### config.mk
export PLATFORM = sky130hd
export DESIGN_NAME = rand_num
export DESIGN_NICKNAME = d
export VERILOG_FILES = /design/src/rtl/rand_num_pkg.sv /design/src/rtl/rand_num_lfsr_step.sv /design/src/rtl/rand_num.sv
export SDC_FILE = /design/constraint.sdc
export NUM_CORES = 1
export LEC_CHECK = 0
export ABC_AREA = 1
export BUFFER_PORTS_ARGS = -buffer_cell sky130_fd_sc_hd__buf_2
export CAP_MARGIN = 10
export CORE_AREA = 2 2 39 41
export DETAILED_ROUTE_END_ITERATION = 7
export DIE_AREA = 0 0 41 43
export GPL_TIMING_DRIVEN = 0
export HOLD_SLACK_MARGIN = 0.1
export PLACE_DENSITY = 0.65
export SYNTH_ARGS = -nofsm -noshare
export SYNTH_HDL_FRONTEND = slang
export SYNTH_SLANG_ARGS = --single-unit
### constraint.sdc
create_clock -name clk -period 2.1 [get_ports clk]
set_input_delay 0.42 -clock clk [delete_from_list [all_inputs] [get_ports clk]]
set_output_delay 0.42 -clock clk [all_outputs]
set_load 0.01 [all_outputs]
### src/rtl/rand_num_pkg.sv
// Shared constants for the rand_num LFSR: width, feedback taps and default seed.
// Also provides the elaboration-time resolution of the effective seed.
package rand_num_pkg;

    localparam int LFSR_WIDTH = 16;
    localparam int NUM_TAPS   = 4;

    // Polynomial x^16+x^14+x^13+x^11+1 expressed as state bit positions
    localparam int TAP_POS [NUM_TAPS] = '{15, 13, 12, 10};

    localparam logic [LFSR_WIDTH-1:0] DEFAULT_SEED = 16'hACE1;

    // An all-zero seed would lock the LFSR, so it is replaced by 1
    function automatic logic [LFSR_WIDTH-1:0] eff_seed(input logic [LFSR_WIDTH-1:0] seed);
        return (seed != '0) ? seed : LFSR_WIDTH'(1);
    endfunction

endpackage

### src/rtl/rand_num_lfsr_step.sv
// Combinational next-state function of the Fibonacci LFSR.
// An all-zero state is steered back to the effective seed so the generator cannot lock up.
module lfsr_step
    import rand_num_pkg::*;
#(
    parameter int                     LFSR_W = LFSR_WIDTH,
    parameter logic [LFSR_WIDTH-1:0]  SEED   = DEFAULT_SEED
) (
    input  logic [LFSR_W-1:0] state_i,
    output logic [LFSR_W-1:0] next_o
);

    localparam logic [LFSR_W-1:0] EFF_SEED = eff_seed(SEED);

    logic [NUM_TAPS-1:0] tap_bits;
    logic                fb;

    for (genvar gi = 0; gi < NUM_TAPS; gi++) begin : g_tap
        assign tap_bits[gi] = state_i[TAP_POS[gi]];
    end

    assign fb = ^tap_bits;

    always_comb begin
        next_o = {state_i[LFSR_W-2:0], fb};
        if (state_i == '0) begin
            next_o = EFF_SEED;
        end
    end

endmodule

### src/rtl/rand_num.sv
// Free-running 16-bit LFSR pseudo-random source; rand_o is the two LSBs of the state.
// Only LFSR_W = 16 is supported. 'rand' is a reserved word, hence the rand_o port name.
module rand_num
    import rand_num_pkg::*;
#(
    parameter int                     LFSR_W = LFSR_WIDTH,
    parameter logic [LFSR_WIDTH-1:0]  SEED   = DEFAULT_SEED
) (
    input  logic       clk,
    input  logic       reset,
    output logic [1:0] rand_o
);

    localparam logic [LFSR_W-1:0] EFF_SEED = eff_seed(SEED);

    logic [LFSR_W-1:0] s_q;
    logic [LFSR_W-1:0] s_d;

    lfsr_step #(
        .LFSR_W (LFSR_W),
        .SEED   (SEED)
    ) u_step (
        .state_i (s_q),
        .next_o  (s_d)
    );

    always_ff @(posedge clk or posedge reset) begin
        if (reset) begin
            s_q <= EFF_SEED;
        end else begin
            s_q <= s_d;
        end
    end

    // Output comes straight from the state register: no input-to-output path
    assign rand_o = s_q[1:0];

endmodule

-- After elaboration in Yosys (flattened, before gate mapping)
Cells that the tools add are included.
- input bits: 2
- flip-flop bits (word level): 16
- reductions and logical operators: 2
- muxes and demuxes: 1
- operators by type and width (cell ; number):
    $logic_not A16 Y1 ; 1
    $mux W16 ; 1
    $reduce_xor A4 Y1 ; 1

-- Longest topological paths before layout
Gate-level depths: netlist of run 1.
- word-level depth: 2
- gate-level depth with buffers: 6
- depth with buffers taken out: 6

-- Hierarchy
From an unflattened synthesis of run 1, not the netlist that was laid out.
- cells, all modules: 73
- area, all modules: 641.9 µm²
- modules (own cells, without submodules) (module ; times used ; cells each ; area each (µm²) ; seq. area each (µm²)):
    rand_num ; 1 ; 19 ; 429.2 ; 410.4
    lfsr_step ; 1 ; 54 ; 212.7 ; 0.0

-- Least setup slack after synthesis of run 1
No wires, ideal clock.
- path kind: register to output
- start point: register s_q[0]
- end point: output rand_o[0]
- stages on the path, launching flop included: 2
- arrival time: 0.621 ns
- path buffers: 1
- slack: 1.059 ns
- path through: dfstp_2 buf_4
- RTL lines (item ; RTL line ; text):
    start: declaration ; rand_num.sv:16 ; logic [LFSR_W-1:0] s_q;
    start signal: assignment ; rand_num.sv:29 ; s_q <= EFF_SEED;
    start signal: assignment ; rand_num.sv:31 ; s_q <= s_d;
    end: declaration ; rand_num.sv:11 ; output logic [1:0] rand_o
No word-level cell between the ends.

-- Final worst setup path of run 1
- start point: register s_q[0]
- end point: output rand_o[0]
No word-level cell between the ends.

==> metrics.md, run 1 <==
| Metric | Value |
|---|---|
| DP Worst Slack | 0.948 ns |
| Combinational family with the most area after synthesis | simple AND/OR/NAND/NOR gates |
| IO Pins | 4 |
| CP Class | reg -> out |
| Biggest regs | s_q x16 |
| Most numerous cell in the Yosys netlist | nand2_1 |
| CP delay by family, top | flip-flops |
| Top post-synthesis cells by count | nand2_1 (21), inv_1 (12), nor2_1 (9) |
| Detailed Route Iter0 Violations | 6 |
| Post-synthesis sequential area ratio | 64.3% |
| Vias in the first global route | 392 |
| Worst slew margin | 61.2% |
| Layout area overhead | 9.61% |
| WP buf/inv | 2 |
| Final Hold Vio Count | 0 |
| First-pass GRT wire length | 1480 µm |
| Post-Synth Adder-Cell Area | 0% |
| Syn Area/Cell | 8.86 µm² |
| Placed Cells | 91 |
| Number of gates resized after CTS | 0 |
| Clock Latency Late Sink | 0.27 ns |
| Syn nets | 74 |
| Post-DRT Antenna Nets | 0 |
| Worst Clk Skew | 0.00795 ns |
| All-layer global routing usage | 13.0% |
| Area of the multi-input gates | 138 µm² |
| Max H-tree Level | 1 |
| Minimum clock period | 1.45 ns |
| Status | completed |
| Number of distinct library cells after synthesis | 9 |
| Post-synth EDFFs | 0 |
| Proportion of layout cells with a drive suffix above 1 | 25.3% |
| Post-Synthesis Cells | 72 |
| Synthesis warning total | 0 |
| Nets | 82 |
| RSZ-0062 raised after global routing | no |
| Row count | 14 |
| Placed cell area | 673 µm² |
| Die Area | 1760 µm² |
| Final Cycle Share | 69.2% |
| CP Cell Sequence | buf_4 > buf_2 |
| Placer congestion estimate | 0.681 |
| Worst EP arrival | 1.03 ns |
| Slowest CP cell | dfstp_2 |
| Number of remaining DRC errors | 0 |
| Antenna diode count | 0 |
| Max FFs per register | 16 |
| Hold WC Path Type | in -> async |
| Clk root buf | clkbuf_4 |
| Seq cells post-synth | 16 |
| Final worst slack | 0.646 ns |
| Final Slew Violations | 0 |
| Core ar. | 1380 µm² |
| Worst slew pin tran | 0.582 ns |
| Compound-Gate Fraction of Synth Area | 0% |
| Area share of and/or/nand/nor cells after synthesis | 21.6% |
| Fillers | 137 |
| Final setup violation count | 0 |
| Initial core utilization | 46.1% |
| Setup crit start kind | flop |
| Register area | 410 µm² |
| Synth top area share | 32.9% |
| Crit-path max FO | 3 |
| Peak supply drop | 0.346 mV |
| Design Area, Final | 699 µm² |
| Cell Area, Synth | 638 µm² |
| Worst Setup End Kind | output port |
| Mux share of post-synthesis cell area | 0% |
| Largest Register | s_q |
| Top_reg_cell synth | dfstp_2 |
| Leak | 0.375 nW |
| MaxCap Viol Count | 0 |
| Most area-hungry cell type in the Yosys netlist | dfstp_2 |
| Via count | 401 |
| FFs w/ async S/R, synth | 100% |
| Finished Layout Cells | 95 |
| Die Span Y | 43 µm |
| Initial antenna violation count | 0 |
| XOR/XNOR Fraction of Synth Area | 0% |
| Synth top area cells | dfstp_2 (33%), dfrtp_1 (31%), nand2_1 (12%) |
| Setup TNS | 0 ns |
| Vias per inst | 4.22 |
| # port buffers | 3 |
| Slowest stage delay, CP | 0.55 ns |
| Pre-antenna DRT Iters | 4 |
| CTS Buffer Depth | 2 |
| Cts bufs inserted | 3 |
| Largest net degree at the start of global routing | 17 |
| Die W | 41 µm |
| Critical Path RT | 1.68 ns |
| WL final | 825 µm |
| Total grt overflow | 0 |
| Max Freq | 688 MHz |
| HPWL after DPL | 636 µm |
| Pwr per Cell Area | 676 nW/µm² |
| CTS Sinks | 16 |
| Hold buffer count at cts | 0 |
| Post-CTS setup buffers | 0 |
| CTS tree | yes |
| Reg clk slew, reported paths | 0.09 ns |
| Routed length per instance | 8.68 µm |
==> through the flow <==
stage,hold WS (ns),util (%),power [W]
after global placement,0.435,48.6,0.000321
final,0.188,50.5,0.000473
after detailed placement,0.441,48.6,0.000321
after CTS,0.198,50.5,0.000480
after floorplan,0.328,-,0.000319
after global routing,0.219,50.5,0.000502
==> placed cells by master (no fill, tap or decap) <==
master and n:
nor2_1 9, clkbuf_1 9, buf_4 2, inv_1 12, buf_2 3, nand2_1 21, nand2_2 1, dfrtp_1 8
nor2_2 3, clkbuf_4 3, dfstp_2 8
==> logic make-up after synthesis <==
family        after synthesis
buf+inv                    22
flops                      16
simple gates               34
==> power by group <==
part            total (W)  internal (W)  switching (W)
Combinational  0.00000645   0.000000753     0.00000569
Clock            0.000158     0.0000735      0.0000844
Sequential       0.000309      0.000309              0
Total            0.000473      0.000383      0.0000901
==> metal layers <==
metal | share of wire [%] | track usage [%] | wire (µm) | vias up
li1 | - | - | - | 212
met1 | 49 | 17.9 | 403 | 183
met2 | 48 | 17.8 | 394 | 4
met3 | 2.4 | 3.14 | 20 | 2
met4 | 0.73 | 8.00 | 6 | 0
met5 | 0 | 0 | 0 | -
==> final timing paths <==
check                      startpoint         to  slack (ns)  cells past startpoint
max                            s_q[0]  rand_o[0]        0.65                      2
min                             reset     s_q[4]        0.19                      2
max reg2reg                   s_q[13]     s_q[6]        1.09                      5
min reg2reg                    s_q[6]     s_q[7]        0.46                      2
max in group asynchronous       reset    s_q[12]        1.53                      2
min in group clk               s_q[6]     s_q[7]        0.46                      2
==> final cells by class <==
cell class,instances,area share [%]
Sequential cell,16,58.7
Multi-Input combinational cell,34,19.7
Buffer,10,6.44
Inverter,12,6.44
Clock buffer,4,3.76
Tap cell,16,2.86
Timing Repair Buffer,3,2.15
(Power assumes the default switching activity.)
==> run 2: changes to the inputs <==
Settings changed: CORE_AREA 2 2 39 41 to unset, CORE_UTILIZATION set to 49, DIE_AREA 0 0 41 43 to unset, PLACE_DENSITY 0.65 to 0.69.
Clock period 2.1 ns to 1.3 ns, I/O delays scaled along.
==> metrics.md, run 2 (synthesis results as in run 1) <==
| Metric | Value |
|---|---|
| Status | completed |
| Hold WS | 0.459 ns |
| Worst slew margin | 61.7% |
| Biggest regs | s_q x16 |
| Clock share of power | 32.7% |
| Initial antenna violation count | 0 |
| Reg clk slew, reported paths | 0.08 ns |
| Most common cell after layout, fill and taps aside | nand2_1 |
| Minimum clock period | 1.26 ns |
| Finished Layout Cells | 95 |
| Post-DRT Antenna Nets | 0 |
| DP Worst Slack | 0.301 ns |
| Worst Clk Skew | 0.00513 ns |
| Int Pwr | 0.000620 W |
| Final worst slack | 0.0404 ns |
| Via count | 398 |
| CTS Buffer Depth | 2 |
| Pre-antenna DRT Iters | 3 |
| Hold WC Path Type | reg -> reg |
| Placed Cells | 89 |
| Die Area | 1450 µm² |
| Final Cycle Share | 96.9% |
| CTS tree | yes |
| Sw frac | 18.3% |
| MaxCap Viol Count | 0 |
| Worst slew pin tran | 0.574 ns |
| Max FFs per register | 16 |
| Fillers | 97 |
| Largest net degree at the start of global routing | 17 |
| Max Freq | 794 MHz |
| # port buffers | 3 |
| Cts bufs inserted | 3 |
| Clk root buf | clkbuf_4 |
| HPWL after DPL | 632 µm |
| Max H-tree Level | 1 |
| Final setup violation count | 0 |
| Placed cell area | 671 µm² |
| Antenna diode count | 0 |
| Vias per inst | 4.19 |
| Clock Latency Late Sink | 0.27 ns |
| Core ar. | 1160 µm² |
| Peak supply drop | 0.576 mV |
| Final Hold Vio Count | 0 |
| All-layer global routing usage | 14.6% |
| Die W | 38.1 µm |
| Placer congestion estimate | 0.631 |
| Routed length per instance | 9.14 µm |
| Critical Path RT | 1.04 ns |
| Layout area overhead | 12.9% |
| Proportion of layout cells with a drive suffix above 1 | 25.9% |
| CTS Sinks | 16 |
| Worst Setup End Kind | output port |
| Psw | 0.000139 W |
| CP Class | reg -> out |
| Comb pwr share | 1.7% |
| Row count | 12 |
| Design Area, Final | 721 µm² |
| Setup crit start kind | flop |
| Initial core utilization | 55.2% |
| Slowest stage delay, CP | 0.54 ns |
| First-pass GRT wire length | 1410 µm |
| IO Pins | 4 |
| Largest Register | s_q |
| Most frequent cells in the layout | nand2_1 (21), inv_1 (12), clkbuf_1 (9), nor2_1 (9) |
| Nets | 84 |
| CP Cell Sequence | buf_4 > buf_6 |
| WL final | 868 µm |
| Die Span Y | 38.1 µm |
| Crit-path max FO | 2 |
| Total grt overflow | 0 |
| Detailed Route Iter0 Violations | 9 |
| Leak | 0.387 nW |
| Vias in the first global route | 347 |
| Sequential power share | 65.6% |
| Slowest CP cell | dfstp_2 |
| Worst EP arrival | 1.00 ns |
| Number of remaining DRC errors | 0 |
| Final Slew Violations | 0 |
| Pwr per Cell Area | 1050 nW/µm² |
## run 2: path summary, 6_finish.rpt
kind	start	cells after the start	endpoint	slack, ns
setup / recovery	s_q[0]	2	rand_o[0]	0.04
hold / removal	s_q[5]	2	s_q[6]	0.46
setup reg to reg	s_q[0]	6	s_q[5]	0.22
hold reg to reg	s_q[5]	2	s_q[6]	0.46
max in group asynchronous	reset	3	s_q[11]	0.34
min in group asynchronous	reset	3	s_q[2]	0.58
## run 2: layer usage
layer	vias to the layer above	GRT usage (%)	wire length, µm
met5	-	0	0
met4	0	8.04	11
met3	2	1.74	13
met2	1	21.6	432
met1	181	20.9	411
li1	214	-	-
## run 2: power groups by stage
| stage | logic, W | registers (W) | clock network [W] |
|---|---|---|---|
| final | 0.0000126 | 0.000499 | 0.000248 |
| after global routing | 0.0000150 | 0.000499 | 0.000292 |
| after CTS | 0.0000134 | 0.000499 | 0.000265 |
| after detailed placement | 0.0000111 | 0.000507 | 0 |
| after global placement | 0.0000107 | 0.000507 | 0 |
| after floorplan | 0.00000730 | 0.000507 | 0 |
## run 2: layout make-up
cell class                      count  area [µm²]  area share, %
Timing Repair Buffer                5        38.8           5.38
Sequential cell                    16         410           56.9
Multi-Input combinational cell     34         138           19.1
Inverter                           12        45.0           6.25
Clock buffer                        4        26.3           3.65
Buffer                             10        45.0           6.25
Tap cell                           14        17.5           2.43
## run 2: critical path: cells and delay by family (launching register included)
family	cells	cell delay [ns]
buffers and inverters	2	0.19
DFF	1	0.54
## run 2: metrics by stage
step                setup TNS (ns)  util [%]  total power (W)
global placement                 0      58.0         0.000518
floorplan                        0         -         0.000515
detailed placement               0      58.0         0.000518
CTS                              0      61.8         0.000777
finish                           0      62.3         0.000760
global route              -0.00486      62.3         0.000806
## run 2: timing repair
action	CTS	global route
gates cloned	0	0
resized for setup	0	1
setup buffers	1	0
endpoints found under the hold margin	8	0
endpoints found under the setup margin	1	1
hold buffers	1	0
==> run 3: changes to the inputs <==
Settings changed: CORE_AREA set to 2 2 39 41, CORE_UTILIZATION 49 to unset, DIE_AREA set to 0 0 41 43, GPL_TIMING_DRIVEN 0 to 1, PLACE_DENSITY 0.69 to 0.65.
Clock period 1.3 ns to 1.2 ns, I/O delays scaled along.
==> metrics.md, run 3 (synthesis results as in run 1) <==
| Metric | Value |
|---|---|
| Status | completed |
| Finished Layout Cells | 88 |
| Cts bufs inserted | 3 |
| Hold WC Path Type | reg -> reg |
| Critical Path RT | 0.96 ns |
| First-pass GRT wire length | 1470 µm |
| Biggest regs | s_q x16 |
| Pre-antenna DRT Iters | 4 |
| Post-DRT Antenna Nets | 0 |
| Reg clk slew, reported paths | 0.09 ns |
| Final Hold Vio Count | 0 |
| WL final | 843 µm |
| Minimum clock period | 1.17 ns |
| # port buffers | 3 |
| CTS tree | yes |
| WP buf/inv | 1 |
| Critical path origin | s_q[0] |
| HPWL after DPL | 630 µm |
| Placer congestion estimate | 0.769 |
| CTS Buffer Depth | 2 |
| Clk root buf | clkbuf_4 |
| All-layer global routing usage | 13.1% |
| Slowest CP cell | dfstp_2 |
| Initial antenna violation count | 0 |
| Peak supply drop | 0.763 mV |
| Final setup violation count | 0 |
| Largest net degree at the start of global routing | 17 |
| Slowest stage delay, CP | 0.55 ns |
| Initial core utilization | 46.1% |
| Worst slew margin | 87.4% |
| IO Pins | 4 |
| Worst EP arrival | 0.93 ns |
| Number of remaining DRC errors | 0 |
| Placed Cells | 82 |
| CTS Sinks | 16 |
| Worst R2R Start | s_q[0] |
| Final Slew Violations | 0 |
| Die Span Y | 43 µm |
| Via count | 387 |
| Layout area overhead | 9.02% |
| Vias per inst | 4.40 |
| Vias in the first global route | 381 |
| Antenna diode count | 0 |
| Pwr per Cell Area | 1290 nW/µm² |
| Clock Latency Late Sink | 0.28 ns |
| CP Cell Sequence | buf_6 |
| Worst Setup End Kind | output port |
| Worst Clk Skew | 0.00503 ns |
| Worst slew pin tran | 0.189 ns |
| Hold path start | s_q[8] |
| Hold WS | 0.385 ns |
| CP delay by family, top | flip-flops |
| Most common cell after layout, fill and taps aside | nand2_1 |
| Nets | 75 |
| Leak | 0.380 nW |
| Routed length per instance | 9.58 µm |
| Detailed Route Iter0 Violations | 4 |
| Setup TNS | 0 ns |
| Max H-tree Level | 1 |
| Final Cycle Share | 97.2% |
| Most frequent cells in the layout | nand2_1 (21), inv_1 (12), nor2_1 (9) |
| Core ar. | 1380 µm² |
| Total grt overflow | 0 |
| Row count | 14 |
| Max FFs per register | 16 |
| CP Class | reg -> out |
| RSZ-0062 raised after global routing | no |
| Crit-path max FO | 2 |
| Die Area | 1760 µm² |
| Fin util | 50.3% |
| Die W | 41 µm |
| Proportion of layout cells with a drive suffix above 1 | 29.2% |
| Max Freq | 857 MHz |
| Largest Register | s_q |
| Setup crit start kind | flop |
| MaxCap Viol Count | 0 |
-- run 3: changes by cell type in the layout (fill, tap and decap cells not counted), sizes merged --
cell    change
buf         -1
clkbuf      -8
-- run 3: metrics by stage --
stage / power, W / setup WS (ns) / cell area, µm²
2_1_floorplan: 0.000558 / 0.300 / 638
3_3_place_gp: 0.000564 / 0.211 / 636
3_5_place_dp: 0.000564 / 0.188 / 636
4_1_cts: 0.000918 / 0.0144 / 696
5_1_grt: 0.000943 / 0.00343 / 696
6_report: 0.000900 / 0.0333 / 696
-- run 3: repair_timing --
item,CTS,global route
resized for setup,1,0
hold endpoints to repair,8,0
endpoints found under the setup margin,1,0
hold buffers,1,0
buffers inserted,1,0
-- run 3: final timing paths --
check,end,slack [ns],depth (start not counted)
setup / recovery,rand_o[0],0.03,1
hold / removal,s_q[9],0.39,0
setup reg to reg,s_q[0],0.13,6
hold reg to reg,s_q[9],0.39,0
max in group asynchronous,s_q[13],0.46,4
min in group asynchronous,s_q[4],0.49,4
-- run 3: report_power, final --
group | switching [W] | internal (W)
clock network | 0.000159 | 0.000185
logic | 0.0000104 | 0.00000569
registers | 0 | 0.000540
-- run 3: routing by layer --
layer,up-vias,share of wire [%],track usage (%)
met4,0,2.0,8.00
met2,4,49,18.1
met1,183,47,16.9
met5,-,0,0
met3,2,2.1,4.71
li1,198,-,-
-- run 3: final cells by class --
type | count | area, µm²
clock buffers | 4 | 36.3
repair buffers | 6 | 46.3
well taps | 16 | 20.0
fillers | 134 | 688
inverters | 12 | 45.0
multi-input cells | 34 | 138
flip-flops and latches | 16 | 410
